==> src/rtl/sparce_sasa_table.sv <==
// sparce skip-address table: software-programmed PC -> (rs1, rs2, cond, skip)
// entries, with a fully associative lookup of the fetch PC and a 1-cycle latency.
module sparce_sasa_table #(
  parameter int          NENTRIES  = 8,
  parameter logic [31:0] SASA_BASE = 32'h9000_1000
) (
  input  logic        CLK,
  input  logic        nRST,
  input  logic [31:0] pc,
  input  logic [31:0] sasa_addr,
  input  logic [31:0] sasa_data,
  input  logic        sasa_wen,
  input  logic        clear,
  output logic        hit,
  output logic [31:0] hit_pc,
  output logic [4:0]  rs1,
  output logic [4:0]  rs2,
  output logic [1:0]  cond,
  output logic [31:0] sparce_target,
  output logic [5:0]  nvalid
);

  localparam int IW = (NENTRIES > 1) ? $clog2(NENTRIES) : 1;
  localparam logic [0:0] IDLE    = 1'b0;
  localparam logic [0:0] HAVE_PC = 1'b1;

  logic [0:0]    state_q, state_d;
  logic [31:0]   ppc_q, ppc_d;
  logic [IW-1:0] victim_q;

  logic [NENTRIES-1:0] valid_q;
  logic [31:0] epc_q  [NENTRIES];
  logic [4:0]  ers1_q [NENTRIES];
  logic [4:0]  ers2_q [NENTRIES];
  logic [1:0]  econd_q[NENTRIES];
  logic [15:0] eskip_q[NENTRIES];

  logic        hit_q;
  logic [31:0] hpc_q, tgt_q;
  logic [4:0]  rs1_q, rs2_q;
  logic [1:0]  cond_q;

  logic        wr_base, wr_cfg, commit;
  logic [4:0]  c_rs1, c_rs2;
  logic [1:0]  c_cond;
  logic [15:0] c_skip;

  assign wr_base = sasa_wen && (sasa_addr == SASA_BASE);
  assign wr_cfg  = sasa_wen && (sasa_addr == SASA_BASE + 32'd4);
  assign c_rs1   = sasa_data[4:0];
  assign c_rs2   = sasa_data[9:5];
  assign c_cond  = sasa_data[11:10];
  assign c_skip  = sasa_data[31:16];
  assign commit  = wr_cfg && (state_q == HAVE_PC) && !clear
                   && (c_cond != 2'b11) && (c_skip != 16'd0);

  // Config write FSM: latch a trigger PC, then wait for its config word
  always_comb begin
    state_d = state_q;
    ppc_d   = ppc_q;
    if (clear) begin
      state_d = IDLE;
      ppc_d   = 32'd0;
    end else if (wr_base) begin
      state_d = HAVE_PC;
      ppc_d   = {sasa_data[31:2], 2'b00};
    end else if (wr_cfg) begin
      state_d = IDLE;
    end
  end

  // Commit slot: in-place match, else lowest free slot, else victim
  logic          m_hit, f_hit, adv_victim;
  logic [IW-1:0] m_idx, f_idx, widx;
  always_comb begin
    m_hit = 1'b0;
    m_idx = '0;
    f_hit = 1'b0;
    f_idx = '0;
    for (int i = 0; i < NENTRIES; i++) begin
      if (valid_q[i] && epc_q[i] == ppc_q) begin
        m_hit = 1'b1;
        m_idx = IW'(i);
      end
    end
    for (int i = NENTRIES - 1; i >= 0; i--) begin
      if (!valid_q[i]) begin
        f_hit = 1'b1;
        f_idx = IW'(i);
      end
    end
    widx = m_hit ? m_idx : (f_hit ? f_idx : victim_q);
    adv_victim = commit && !m_hit && !f_hit;
  end

  // Lookup: at most one entry can match, so OR-reduce the masked fields
  logic        lk_hit;
  logic [4:0]  lk_rs1, lk_rs2;
  logic [1:0]  lk_cond;
  logic [15:0] lk_skip;
  logic [31:0] lk_tgt;
  always_comb begin
    lk_hit  = 1'b0;
    lk_rs1  = '0;
    lk_rs2  = '0;
    lk_cond = '0;
    lk_skip = '0;
    for (int i = 0; i < NENTRIES; i++) begin
      if (valid_q[i] && epc_q[i] == pc) begin
        lk_hit  = 1'b1;
        lk_rs1  = lk_rs1 | ers1_q[i];
        lk_rs2  = lk_rs2 | ers2_q[i];
        lk_cond = lk_cond | econd_q[i];
        lk_skip = lk_skip | eskip_q[i];
      end
    end
    lk_tgt = pc + (({16'd0, lk_skip} + 32'd1) << 2);
  end

  // Valid-entry population count
  always_comb begin
    nvalid = '0;
    for (int i = 0; i < NENTRIES; i++)
      nvalid = nvalid + 6'(valid_q[i]);
  end

  // FSM, pending PC and round-robin victim pointer
  always_ff @(posedge CLK or negedge nRST) begin
    if (!nRST) begin
      state_q  <= IDLE;
      ppc_q    <= '0;
      victim_q <= '0;
    end else begin
      state_q <= state_d;
      ppc_q   <= ppc_d;
      if (clear)
        victim_q <= '0;
      else if (adv_victim)
        victim_q <= (victim_q == IW'(NENTRIES - 1)) ? '0 : victim_q + 1'b1;
    end
  end

  // Table storage: clear empties it, commit writes one slot
  always_ff @(posedge CLK or negedge nRST) begin
    if (!nRST) begin
      valid_q <= '0;
      for (int i = 0; i < NENTRIES; i++) begin
        epc_q[i]   <= '0;
        ers1_q[i]  <= '0;
        ers2_q[i]  <= '0;
        econd_q[i] <= '0;
        eskip_q[i] <= '0;
      end
    end else if (clear) begin
      valid_q <= '0;
    end else if (commit) begin
      valid_q[widx] <= 1'b1;
      epc_q[widx]   <= ppc_q;
      ers1_q[widx]  <= c_rs1;
      ers2_q[widx]  <= c_rs2;
      econd_q[widx] <= c_cond;
      eskip_q[widx] <= c_skip;
    end
  end

  // Registered lookup result; clear suppresses the hit
  always_ff @(posedge CLK or negedge nRST) begin
    if (!nRST) begin
      hit_q  <= 1'b0;
      hpc_q  <= '0;
      rs1_q  <= '0;
      rs2_q  <= '0;
      cond_q <= '0;
      tgt_q  <= 32'd4;
    end else if (clear || !lk_hit) begin
      hit_q  <= 1'b0;
      hpc_q  <= pc;
      rs1_q  <= '0;
      rs2_q  <= '0;
      cond_q <= '0;
      tgt_q  <= pc + 32'd4;
    end else begin
      hit_q  <= 1'b1;
      hpc_q  <= pc;
      rs1_q  <= lk_rs1;
      rs2_q  <= lk_rs2;
      cond_q <= lk_cond;
      tgt_q  <= lk_tgt;
    end
  end

  assign hit           = hit_q;
  assign hit_pc        = hpc_q;
  assign rs1           = rs1_q;
  assign rs2           = rs2_q;
  assign cond          = cond_q;
  assign sparce_target = tgt_q;

endmodule

==> config.mk <==
export PLATFORM = sky130hd
export DESIGN_NAME = sparce_sasa_table
export DESIGN_NICKNAME = d
export VERILOG_FILES = /design/src/rtl/sparce_sasa_table.sv
export SDC_FILE = /design/constraint.sdc
export NUM_CORES = 1
export LEC_CHECK = 0
export CAP_MARGIN = 20
export CORE_MARGIN = 5
export CORE_UTILIZATION = 65
export CTS_BUF_LIST = sky130_fd_sc_hd__clkbuf_8
export DETAILED_ROUTE_END_ITERATION = 12
export DONT_BUFFER_PORTS = 1
export GPL_TIMING_DRIVEN = 0
export HOLD_SLACK_MARGIN = 0.08
export PLACE_DENSITY_LB_ADDON = 0.3
export SLEW_MARGIN = 20
export SYNTH_ARGS = -nofsm -noshare
export SYNTH_HDL_FRONTEND = slang
export SYNTH_SLANG_ARGS = --single-unit
export TNS_END_PERCENT = 100
==> constraint.sdc <==
create_clock -name CLK -period 6.3 [get_ports CLK]
set_clock_uncertainty 0.05 [all_clocks]
set_input_delay 0.315 -clock CLK [delete_from_list [all_inputs] [get_ports CLK]]
set_output_delay 0.315 -clock CLK [all_outputs]
set_load 0.05 [all_outputs]
# Word-level counts from Yosys, hierarchy flattened
# Index checks and enable logic that the tools add are counted.
[op_classes]
n_mux = 103
n_reduce_logical = 37
magnitude_cmp = 4
eq_ne = 20
bitwise = 31
n_addsub = 11
[ops]
columns = ["cell", "n"]
rows = [
  ["equality test 32 bit", 16],
  ["bitwise mux 256 bit", 1],
  ["two-way mux 16 bit", 9],
  ["bitwise mux 128 bit", 1],
  ["two-way mux 32 bit", 4],
  ["bitwise OR 16 bit", 7],
  ["demux 32 bit (select 3 bit)", 1],
  ["two-way mux 5 bit", 19],
  ["bitwise mux 40 bit", 2],
  ["bitwise OR 5 bit", 14],
  ["equality test 32 bit (second input constant)", 2],
  ["two-way mux 3 bit", 19],
  ["demux 16 bit (select 3 bit)", 1],
  ["adder 32 x 19 -> 32 bit", 1],
  ["adder 32 x 3 -> 32 bit (second input constant)", 1],
  ["two-way mux 1 bit", 30],
  ["logical AND 1 bit", 26],
  ["two-way mux 2 bit", 10],
  ["adder 16 x 1 -> 17 bit (second input constant)", 1],
  ["bitwise mux 16 bit", 1],
  ["two-way mux 8 bit", 2],
  ["nonzero test 16 bit", 1],
  ["demux 5 bit (select 3 bit)", 1],
  ["bitwise OR 2 bit", 7],
  ["other kinds (23)", 29],
]
[totals]
wordCells = 256
register_bits = 601
input_bits = 100
out_inout_bits = 83

# Depth between registers and ports, before layout
[depth]
word_depth = 20
depth_mapped = 26
ltp_nobuf = 23

# Worst setup path after synthesis
# Ideal clock, no wire load.
[synth_timing]
kind = "input -> register"
startpoint = "input port pc[25]"
endpoint = "register tgt_q[29] (netlist: sparce_target[29])"
setup_ns = 0.139
required_ns = 6.111
n_path_buf = 2
stages = 20
path_slack_ns = 1.307
t_arrival_ns = 4.803
path_cell_list = "buf_2 -> xnor2_1 -> nand4_1 -> or4_1 -> nor3_2 -> buf_4 -> a222oi_1 -> and4_4 -> or4_4 -> or2_0 -> or4_1 -> a21oi_1 -> ha_1 -> or3_1 -> o21ai_0 -> a21oi_1 -> a21o_1 -> a21oi_1 -> nor4b_1 -> xor2_1"
[synth_between]
elab_chain_len = 20
elab_cells_between_ends = 45
classes_between = "add/sub (3); eq/ne (8); mux (17); bitwise (7); reduce/logical (10)"
[synth_lines]
columns = ["element", "line_no", "rtl"]
rows = [
  ["start, declared", "9", "input logic [31:0] pc,"],
  ["equality test 32 bit", "109", "if (valid_q[i] && epc_q[i] == pc) begin"],
  ["logical AND 1 bit", "109", ""],
  ["two-way mux 16 bit", "109", ""],
  ["bitwise OR 16 bit", "114", "lk_skip = lk_skip | eskip_q[i];"],
  ["two-way mux 16 bit", "109", ""],
  ["bitwise OR 16 bit", "114", ""],
  ["two-way mux 16 bit", "109", ""],
  ["bitwise OR 16 bit", "114", ""],
  ["(+4 left out)", "--", ""],
  ["two-way mux 16 bit", "109", ""],
  ["bitwise OR 16 bit", "114", ""],
  ["two-way mux 16 bit", "109", ""],
  ["bitwise OR 16 bit", "114", ""],
  ["two-way mux 16 bit", "109", ""],
  ["adder 16 x 1 -> 17 bit", "117", "lk_tgt = pc + (({16'd0, lk_skip} + 32'd1) << 2);"],
  ["adder 32 x 19 -> 32 bit", "117", ""],
  ["two-way mux 32 bit (*)", "175", "end else if (clear || !lk_hit) begin"],
  ["end signal, assigned", "181", "tgt_q <= pc + 32'd4;"],
  ["end signal, assigned", "188", "tgt_q <= lk_tgt;"],
  ["end, declared", "39", "logic [31:0] hpc_q, tgt_q;"],
]
# Mark *: on every way between the ends. The rest lies on a longest branch, timed or not.
# A chain may end at the register's enable or synchronous reset.

# Worst setup path after layout
[layout_timing]
startpoint = "register epc_q[236] in the netlist's numbering"
endpoint = "register tgt_q[23] (netlist: sparce_target[23])"
[layout_between]
elab_chain_len = 20
elab_cells_between_ends = 30
classes_between = "add/sub (2); eq/ne (1); mux (17); bitwise (7); reduce/logical (3)"
[layout_lines]
columns = ["element", "line_no", "rtl"]
rows = [
  ["start, declared", "32", "logic [31:0] epc_q [NENTRIES];"],
  ["start signal, assigned by index", "158", "epc_q[widx] <= ppc_q;"],
  ["equality test 32 bit (*)", "109", ""],
  ["logical AND 1 bit (*)", "109", ""],
  ["two-way mux 16 bit", "109", ""],
  ["bitwise OR 16 bit", "114", ""],
  ["two-way mux 16 bit", "109", ""],
  ["bitwise OR 16 bit", "114", ""],
  ["two-way mux 16 bit", "109", ""],
  ["bitwise OR 16 bit", "114", ""],
  ["(+4 left out)", "--", ""],
  ["two-way mux 16 bit", "109", ""],
  ["bitwise OR 16 bit", "114", ""],
  ["two-way mux 16 bit", "109", ""],
  ["bitwise OR 16 bit", "114", ""],
  ["two-way mux 16 bit", "109", ""],
  ["adder 16 x 1 -> 17 bit", "117", ""],
  ["adder 32 x 19 -> 32 bit", "117", ""],
  ["two-way mux 32 bit (*)", "175", ""],
]
# Marks and branches as above.

==> summary.txt <==
Clock tree
  – Clk root buf: clkbuf_8
  – CTS clock-pin slew for the worst setup and hold paths: 70 ps
  – CTS Hold Bufs: 73
  – H-tree Lvls: 3
  – TritonCTS clock tree: done
  – Clk_lat worst skew: roughly 740 ps
  – Max clock buf depth: 3
  – CTS buffer count: 95
  – CTS sink cnt: around 580

Floorplan
  – Die H: between 200 and 250 um
  – Die ar.: 0.0501 sq mm
  – I/O pin cnt: between 150 and 200
  – DIE WIDTH: about 220 um
  – Site Rows: 78
  – Initial Util: 0.656
  – Total core area: around 0.045 sq mm

Outcome
  – Failing checks: negative hold slack, max-slew violations
  – Status: finished, violations left

Drt
  – Starting DRC count in detailed routing: roughly 3.3k
  – Vias per inst: just under 7
  – Wirelength per Cell: 31.9 um
  – Post-DRT Antenna Nets: 0
  – Post-route DRC: 0
  – Pre-antenna DRT Iters: 6
  – Vias post-DR: approximately 22k
  – WL final: about 100000 um

Pwr
  – Leakage power: around 0.016 uW
  – Comb power frac: 0.039
  – Overall Power: between 7000 and 8000 uW
  – Peak supply drop: about 0.19 mV
  – Cell Pwr Density: approximately 230 mW/mm^2
  – Seq pwr share: 0.505
  – Sw Pwr: around 1900 uW
  – Clock share of power: 0.456
  – Sw Ratio: 0.249
  – Internal: approximately 5700 uW

Global routing
  – Initial antenna violation count: 3
  – Grt ovf: 0
  – Vias in the first global route: roughly 23k
  – First-pass GRT wire length: ~150000 um
  – Largest net degree at the start of global routing: ~580
  – Total Routing Usage GR: 0.411

Timing
  – Smallest hold slack: -757 ps
  – Slew @ Worst Pin: approximately 2200 ps
  – RSZ-0062 raised after global routing: no
  – Hold Fails Final Rpt: slightly below 600
  – Worst slew margin: -0.473
  – Final setup fails: 0
  – Crit path time final: 6070 ps
  – Count of pins over their slew limit: between 300 and 400
  – F_max: between 150 and 200 MHz
  – Setup WS post-layout: around 230 ps
  – Crit share post-route: 0.963

Setup path
  – Worst Path Max Fanout: 10
  – R2R depth: 22
  – Arrival time worst endpoint: around 6600 ps
  – CP Capture Type: flop
  – Required time worst endpoint: 6860 ps
  – Critical path startpoint category: flop
  – Critical path class: reg2reg

Cells and area
  – Design area: 0.0333 sq mm
  – Layout Cells excl Fill: between 3k and 4k
  – Nets@finish: approximately 2.7k
  – Layout cells sized above 1: 0.238
  – Area grow syn2layout: 12.0%

Logic synthesis
  – Yosys warns: 0
  – Sequential share of the synthesized area: 0.489
  – Main area contributors after synthesis: dfrtp_1 (49%), mux2_2 (13%), xnor2_1 (11%)
  – Commonest cells in the netlist: dfrtp_1 (580), xnor2_1 (366), mux2_2 (355), xor2_1 (148), nand4_1 (127)
  – Post-synthesis cell type with the largest combined area: dfrtp_1
  – Number of synthesized register bits: 581
  – Post-Syn Area: 0.0297 sq mm
  – Async SR Flop Fraction: 1.00
  – Mapped Cells: 2437
  – Avg Cell Area, Syn: ~12 sq um
  – Synth top area share: 0.489
  – Cell with the most instances after synthesis: dfrtp_1
  – Prevailing post-synth register cell: dfrtp_1
  – Number of flops mapped to enable cells by yosys: 0
  – Synth unique cells: 70

Placement
  – Dpl cells: slightly above 3k
  – DP HPWL: 67000 um
  – PortBufs: 0
  – Place WS: -985 ps
  – Final GP Congestion: roughly 1.0
  – Post-place instance area: 0.0305 sq mm

Run
  – Maxcap violations: 0

Min path
  – Hold/Removal Path Class: in2async
==> final cells by class <==
| class | instances | area, sq um |
|---|---|---|
| diodes | 2 | 5.00 |
| multi-input cells | 1632 | 14200 |
| fillers | 3106 | 12000 |
| plain buffers | 198 | 936 |
| inverters | 27 | 101 |
| flip-flops and latches | 581 | 14500 |
| clock buffers | 117 | 1610 |
| repair buffers | 74 | 751 |
| clock inverters | 52 | 378 |
| well taps | 600 | 751 |
==> stage by stage <==
step,util,TNS (ps)
global route,0.734,0
detailed placement,0.673,-12000
finish,0.735,0
global placement,0.673,-8580
CTS,0.733,0
floorplan,-,0
==> per-layer routing <==
layer,wire [um],vias to the layer above,GRT usage
li1,-,9004,-
met1,37700,11200,0.525
met2,45100,1653,0.597
met3,13700,460,0.149
met4,8280,0,0.262
met5,0,-,0
==> state kept, by name, indices dropped and copies added (netlist names) <==
| signal | cells |
|---|---|
| rs1 | 5 |
| cond | 2 |
| state_q | 1 |
| valid_q | 8 |
| econd_q | 16 |
| victim_q | 3 |
| hit | 1 |
| rs2 | 5 |
| ers1_q | 40 |
| ppc_q | 30 |
| hit_pc | 30 |
| epc_q | 240 |
| ers2_q | 40 |
| eskip_q | 128 |
| sparce_target | 32 |
==> worst max-delay path: stages, from the launching register on <==
cell and delay (ps):
dfrtp_1 410, xnor2_1 210, nand4_1 190, nor4_1 370
and4_2 410, clkbuf_4 290, buf_2 310, a222oi_1 150
and4_1 290, nor3b_2 430, xor2_1 240, nor2_1 70
ha_1 340, nand2_1 80, o21ai_0 140, o41ai_1 500
o211ai_1 250, a21oi_1 240, a21oi_1 130, a21o_1 210
a21oi_2 310, nor3_1 140, xor2_1 160
==> power groups by stage <==
| stage | combinational (uW) | clock, uW | sequential [uW] |
|---|---|---|---|
| 6_report | 293 | 3470 | 3840 |
| 5_1_grt | 298 | 3640 | 3840 |
| 4_1_cts | 280 | 3460 | 3840 |
| 3_5_place_dp | 233 | 0 | 3910 |
| 3_3_place_gp | 229 | 0 | 3910 |
| 2_1_floorplan | 151 | 0 | 3910 |
==> logic make-up after synthesis <==
kind of cell,after synthesis,share of synthesized area
buffers and inverters,225,0.0342
AND/OR/NAND/NOR,425,0.0818
flip-flops,581,0.489
XOR/XNOR,515,0.152
AO/OA/AOI/OAI,166,0.0426
adder cells (fa/ha/maj),28,0.0131
other,1,0.000126
multiplexers,496,0.187
==> cell usage in the layout, fill, tap and decap left out, types with 7 or more instances in the layout <==
cell type	instances
nor4_1	66
mux2i_1	32
clkbuf_1	56
xnor2_1	366
a221oi_1	12
buf_2	86
nand4_1	127
buf_4	8
nor2_1	65
xor2_1	148
nand3_1	30
a31oi_1	13
clkbuf_2	14
ha_1	23
inv_1	53
dlygate4sd3_1	73
nor3_1	22
buf_1	28
mux2_2	355
clkbuf_8	117
o21a_1	7
a222oi_1	28
a21oi_1	23
a22oi_1	32
clkinv_2	15
and4_1	13
nand2_1	51
mux2_1	109
a22o_1	12
o21ai_0	9
dfrtp_1	580
==> worst paths after layout <==
path | from | to | slack (ps)
max | epc_q[236]$_DFFE_PN0P_ | sparce_target[23]$_DFF_PN0_ | 230
min | nRST | epc_q[49]$_DFFE_PN0P_ | -760
max reg2reg | epc_q[236]$_DFFE_PN0P_ | sparce_target[23]$_DFF_PN0_ | 230
min reg2reg | ers1_q[7]$_DFFE_PN0P_ | ers1_q[7]$_DFFE_PN0P_ | 440
max in group asynchronous | nRST | eskip_q[119]$_DFFE_PN0P_ | 5220
min in group CLK | pc[25] | hit_pc[25]$_DFF_PN0_ | 90
==> timing repair <==
item / 4_1_cts / 5_1_grt
setup endpoints to repair: 12 / 13
endpoints found under the hold margin: 893 / 581
setup buffers: 0 / 1
pin swaps: 0 / 1
resized for setup: 3 / 15
Power figures use the tool's default switching activity.
